==> config.mk <==
export PLATFORM = sky130hd
export DESIGN_NAME = vga_timing_gen
export DESIGN_NICKNAME = d
export VERILOG_FILES = /design/src/rtl/vga_timing_pkg.sv /design/src/rtl/vga_pix_en_gen.sv /design/src/rtl/vga_timing_gen.sv
export SDC_FILE = /design/constraint.sdc
export NUM_CORES = 1
export LEC_CHECK = 0
export CORE_MARGIN = 3
export CORE_UTILIZATION = 56
export CTS_CLUSTER_SIZE = 30
export DETAILED_ROUTE_END_ITERATION = 10
export PLACE_DENSITY = 0.84
export SETUP_SLACK_MARGIN = 0.3
export SYNTH_ARGS = -nofsm -noshare
export SYNTH_HDL_FRONTEND = slang
export SYNTH_HIERARCHICAL = 1
export SYNTH_SLANG_ARGS = --single-unit
==> constraint.sdc <==
create_clock -name clk -period 4.5 [get_ports clk]
set_input_delay 0.9 -clock clk [delete_from_list [all_inputs] [get_ports clk]]
set_output_delay 0.9 -clock clk [all_outputs]
set_load 0.1 [all_outputs]
==> src/rtl/vga_timing_pkg.sv <==
// Shared 640x480@60 Hz VGA timing constants and position payload type.
// Imported by vga_timing_gen, vga_pix_en_gen and vga_bitchange, which uses the
// same screen-edge values.
package vga_timing_pkg;

    localparam int unsigned CNT_W = 10;     // hCount / vCount width
    localparam int unsigned DIV_W = 4;      // divider width, covers CLK_DIV up to 16

    localparam int unsigned VGA_CLK_DIV      = 4;
    localparam int unsigned VGA_H_TOTAL      = 800;
    localparam int unsigned VGA_H_SYNC       = 96;
    localparam int unsigned VGA_H_DISP_START = 144;
    localparam int unsigned VGA_H_DISP_END   = 784;
    localparam int unsigned VGA_V_TOTAL      = 525;
    localparam int unsigned VGA_V_SYNC       = 2;
    localparam int unsigned VGA_V_DISP_START = 35;
    localparam int unsigned VGA_V_DISP_END   = 515;

    typedef logic [CNT_W-1:0] cnt_t;

    // Raster position carried between the counter logic and its decoders.
    typedef struct packed {
        cnt_t h;
        cnt_t v;
    } vga_pos_t;

    // lo <= x < hi, evaluated in 32 bits so an upper bound of 1024 is exact.
    function automatic logic in_window(cnt_t x, int unsigned lo, int unsigned hi);
        return (32'(x) >= lo) && (32'(x) < hi);
    endfunction

endpackage

==> src/rtl/vga_pix_en_gen.sv <==
// Pixel-rate strobe generator: divides clk by CLK_DIV.
// Ports:
//   clk, rst      - system clock, async active-low reset
//   pix_en        - registered one-clk pulse every CLK_DIV clocks
//   pix_stb_c     - combinational: pix_en will be high after the next edge;
//                   lets the raster counters move on the same edge as pix_en
module vga_pix_en_gen
    import vga_timing_pkg::*;
#(
    parameter int unsigned CLK_DIV = VGA_CLK_DIV
) (
    input  logic clk,
    input  logic rst,
    output logic pix_en,
    output logic pix_stb_c
);

    logic [DIV_W-1:0] div_q, div_d;
    logic             pix_en_q, pix_en_d;

    // Divider wraps at CLK_DIV-1; with CLK_DIV=1 it stays at 0 and strobes every clock.
    always_comb begin
        pix_stb_c = (div_q == DIV_W'(CLK_DIV - 1));
        div_d     = pix_stb_c ? '0 : div_q + DIV_W'(1);
        pix_en_d  = pix_stb_c;
    end

    always_ff @(posedge clk or negedge rst) begin
        if (!rst) begin
            div_q    <= '0;
            pix_en_q <= 1'b0;
        end else begin
            div_q    <= div_d;
            pix_en_q <= pix_en_d;
        end
    end

    assign pix_en = pix_en_q;

endmodule

==> src/rtl/vga_timing_gen.sv <==
// VGA raster timing generator (640x480@60 Hz by default).
// Ports:
//   clk, rst        - system clock, async active-low reset
//   pix_en          - pixel-rate strobe
//   hCount, vCount  - raster position
//   hSync, vSync    - active-low syncs
//   bright          - inside visible window
//   frame_tick      - one-clk pulse when the raster wraps to (0,0)
// Optional: define VGA_FRAME_TICK_EN to build frame_tick; otherwise it is tied 0.
module vga_timing_gen
    import vga_timing_pkg::*;
#(
    parameter int unsigned CLK_DIV      = VGA_CLK_DIV,
    parameter int unsigned H_TOTAL      = VGA_H_TOTAL,
    parameter int unsigned H_SYNC       = VGA_H_SYNC,
    parameter int unsigned H_DISP_START = VGA_H_DISP_START,
    parameter int unsigned H_DISP_END   = VGA_H_DISP_END,
    parameter int unsigned V_TOTAL      = VGA_V_TOTAL,
    parameter int unsigned V_SYNC       = VGA_V_SYNC,
    parameter int unsigned V_DISP_START = VGA_V_DISP_START,
    parameter int unsigned V_DISP_END   = VGA_V_DISP_END
) (
    input  logic             clk,
    input  logic             rst,
    output logic             pix_en,
    output logic [CNT_W-1:0] hCount,
    output logic [CNT_W-1:0] vCount,
    output logic             hSync,
    output logic             vSync,
    output logic             bright,
    output logic             frame_tick
);

    logic     pix_stb_c;
    vga_pos_t pos_q, pos_d;
    logic     hsync_q, hsync_d;
    logic     vsync_q, vsync_d;
    logic     bright_q, bright_d;
    logic     last_px_c;

    vga_pix_en_gen #(
        .CLK_DIV (CLK_DIV)
    ) u_pix_en (
        .clk       (clk),
        .rst       (rst),
        .pix_en    (pix_en),
        .pix_stb_c (pix_stb_c)
    );

    // Next raster position; moves on the same edge that raises pix_en.
    always_comb begin
        pos_d     = pos_q;
        last_px_c = (pos_q.h == CNT_W'(H_TOTAL - 1)) && (pos_q.v == CNT_W'(V_TOTAL - 1));
        if (pix_stb_c) begin
            if (pos_q.h == CNT_W'(H_TOTAL - 1)) begin
                pos_d.h = '0;
                if (pos_q.v == CNT_W'(V_TOTAL - 1)) begin
                    pos_d.v = '0;
                end else begin
                    pos_d.v = pos_q.v + CNT_W'(1);
                end
            end else begin
                pos_d.h = pos_q.h + CNT_W'(1);
            end
        end
    end

    // Decode from the next position so sync/bright flip together with the counters.
    always_comb begin
        hsync_d  = (32'(pos_d.h) >= H_SYNC);
        vsync_d  = (32'(pos_d.v) >= V_SYNC);
        bright_d = in_window(pos_d.h, H_DISP_START, H_DISP_END) &&
                   in_window(pos_d.v, V_DISP_START, V_DISP_END);
    end

    always_ff @(posedge clk or negedge rst) begin
        if (!rst) begin
            pos_q    <= '0;
            hsync_q  <= 1'b0;
            vsync_q  <= 1'b0;
            bright_q <= 1'b0;
        end else begin
            pos_q    <= pos_d;
            hsync_q  <= hsync_d;
            vsync_q  <= vsync_d;
            bright_q <= bright_d;
        end
    end

`ifdef VGA_FRAME_TICK_EN
    logic frame_tick_q, frame_tick_d;

    // Pulse only on a real wrap from the last pixel, never from reset release.
    always_comb begin
        frame_tick_d = pix_stb_c && last_px_c;
    end

    always_ff @(posedge clk or negedge rst) begin
        if (!rst) begin
            frame_tick_q <= 1'b0;
        end else begin
            frame_tick_q <= frame_tick_d;
        end
    end

    assign frame_tick = frame_tick_q;
`else
    logic unused_last_px;
    assign unused_last_px = last_px_c;
    assign frame_tick     = 1'b0;
`endif

    assign hCount = pos_q.h;
    assign vCount = pos_q.v;
    assign hSync  = hsync_q;
    assign vSync  = vsync_q;
    assign bright = bright_q;

endmodule

==> flow_summary.ini <==
[outcome]
status = complete, no violations

[yosys]
synth_most_common_cell = dfrtp_1
synth_edf_count = 0
synthArstFlopShare_pct = 100
synth.net_count = 165
synth.avg_cell_area_um2 = 9.76
synth_top_area_cell = dfrtp_1
synth.yosys.seq_area_share_pct = 45.2
yosys_most_used_dff = dfrtp_1
syn_area_mm2 = 0.00155
synth_cells = 159
synth_top_area_share_pct = 45.2
netlist-cell-type-count = 47
ys_ff_latch = 28
yosys-top-cells-area = dfrtp_1 (45%), nand3_1 (4.2%), o21ai_0 (3.5%)
ys.warnings.count = 6
synthTopCellsByCount = dfrtp_1 (28), nand2_1 (13), nand3_1 (13), o21ai_0 (11)

[global_route]
grt_pass1_vias = 1319
grt_overflow = 0
grt_usage_pct = 22.3
antenna_found_initial = 0
grt_pass1_wl_mm = 5.83
grt_start_max_net_pins = 29

[run]
cap_violations = 0

[timing]
maxSlewHeadroom_pct = 33.6
min_period_over_period_pct = 70.2
period_needed_ns = 3.16
fin_skew_ns = 0.0160
tns_ns = 0
hold_violations = 0
finalSetupViolations = 0
grt_setup_unrepaired = no
holdWs_ns = 0.486
slew_viol_final = 0
fmax_mhz = 317
tightest_slew_ns = 0.993

[route]
dr.pass1.iters = 4
drc = 0
wl_met2_mm = 1.69
ant_nets = 0
top_layer_used = met4
dr_total_vias = 1305
drt_wl_total_mm = 3.35
routedWlPerCell_um = 15.7
drtIter0Drc = 55
vias_per_cell = 6.10
met3_length_um = 195
met1_length_mm = 1.38

[setup_path]
ff2ff_setup_slack_ns = 1.34
cp_max_fo = 10
cp_slowest_cell = nor3b_2
cp-start-kind = register
critPathArrivalTime_ns = 3.42
slowest_delay_ns = 0.47
cp_common_cell = or3_1
path_cells = ha_1, nor3b_2, and2_1, nand4_4, or3_1, xnor2_1, or3_1, or4_1, a211oi_2
crit_end = bright
cp.required_ns = 4.77
worst-r2r-cell-count = 9
startpoint = u_pix_en/div_q[0]
critPathCaptureType = register
path_class = reg -> reg
r2r_start = u_pix_en/div_q[0]
rr_endpoint = bright

[cells_and_area]
seqCellArea_um2 = 701
num-fill-cells = 196
drive_gt1_share_pct = 8.70
synthToLayoutAreaGrowth_pct = 19.9
antenna_cells = 0
multi_input_area_um2 = 774
nets = 191

[floorplan]
io_pins = 27
die_h_um = 58.6
die_w_um = 58.6
row_count = 18
start_util_pct = 61.0
core_mm2 = 0.00254
dieArea_mm2 = 0.00344

[min_path]
hold_depth = 1
hold_path_class = reg -> reg

[place]
globalplace.congestion = 0.818
io_buffers = 25
dp_hpwl_mm = 2.48

[clock_network]
tritoncts = yes
cts_resized = 0
cts_num_sinks = 28
clk_pin_slew_ns = 0.16
htree_levels = 1
clockBufferDepth = 2
clkLatencyLatePin_ns = 0.34
cts_setup_buffers = 0
cts_buffers = 3
cts_root_buf = clkbuf_4
hold_buffers = 0

[power]
p_per_area_mw_per_mm2 = 229
ir_worst_vdd_mv = 0.189
p_leak_nw = 0.826
[cells in the final DEF, fill, tap and decap left out, types with 2 or more instances in the layout]
master and count:
a21oi_1 6, a22o_1 2, and2_1 2, and3_1 6
clkbuf_4 3, clkdlybuf4s50_1 25, dfrtp_1 28, ha_1 4
inv_1 9, nand2_1 13, nand3_1 13, nand4_1 5
nor2_1 9, nor3_1 2, nor3b_2 2, o21ai_0 11
o31ai_1 2, or3_1 3, xnor2_1 6, xor2_1 6
[final cells by class]
class	instances	area share (%)
Clock inverter	1	1.61
Tap cell	30	2.02
Clock buffer	3	1.21
Timing Repair Buffer	26	13.9
Inverter	10	2.02
Multi-Input combinational cell	116	41.6
Sequential cell	28	37.7
[state kept, by name (all words and copies together) (netlist names)]
register / cells
hCount: 10
vCount: 10
u_pix_en/div_q: 4
bright: 1
hSync: 1
u_pix_en/pix_en: 1
vSync: 1
[worst min-delay path by stage]
stage / to / start
6_report: u_pix_en/div_q[0] / u_pix_en/div_q[0]
5_1_grt: u_pix_en/div_q[0] / u_pix_en/div_q[0]
3_3_place_gp: u_pix_en/div_q[0] / u_pix_en/div_q[0]
2_1_floorplan: u_pix_en/div_q[0] / u_pix_en/div_q[0]
4_1_cts: u_pix_en/div_q[0] / u_pix_en/div_q[0]
3_5_place_dp: u_pix_en/div_q[0] / u_pix_en/div_q[0]
[metal layers]
layer  GRT usage (%)  vias to the layer above
met4            13.6                        0
li1                -                      612
met5               0                        -
met3            3.51                       10
met2            35.1                       60
met1            28.8                      623
[cell families (layout without fill, tap and decap cells)]
group | after synthesis | in the layout | synth area share, %
fa+ha+maj | 4 | 4 | 3.23
flops | 28 | 28 | 45.2
simple gates | 69 | 69 | 27.2
mux | 2 | 2 | 1.37
other cells | 1 | 1 | 0.242
xor+xnor | 12 | 12 | 6.77
buf+inv | 15 | 40 | 4.92
compound gates | 28 | 28 | 11.1
[power breakdown]
group | switching [mW] | internal, mW | total, mW
clock | 0.0751 | 0.0902 | 0.165
sequential | 0 | 0.252 | 0.252
combinational | 0.00836 | 0.00133 | 0.00969
[through the flow]
step / cell area, um2 / utilization, % / std cells / total power, mW / setup WS, ns
after global placement: 1810 / 71.0 / 210 / 0.266 / 1.50
after detailed placement: 1810 / 71.0 / 210 / 0.266 / 1.35
final: 1860 / 73.1 / 214 / 0.427 / 1.34
after global routing: 1860 / 73.1 / 214 / 0.444 / 1.11
after floorplan: 1550 / - / 159 / 0.261 / 1.32
after CTS: 1860 / 73.1 / 214 / 0.432 / 1.35
[critical path, delay by kind of cell (launching register included)]
| family | cells | cell delay (ns) |
|---|---|---|
| compound gates | 1 | 0.20 |
| xor+xnor | 1 | 0.14 |
| fa+ha+maj | 1 | 0.19 |
| flops | 1 | 0.40 |
| simple gates | 6 | 2.17 |
No activity file was read; power rests on OpenSTA's default activity.
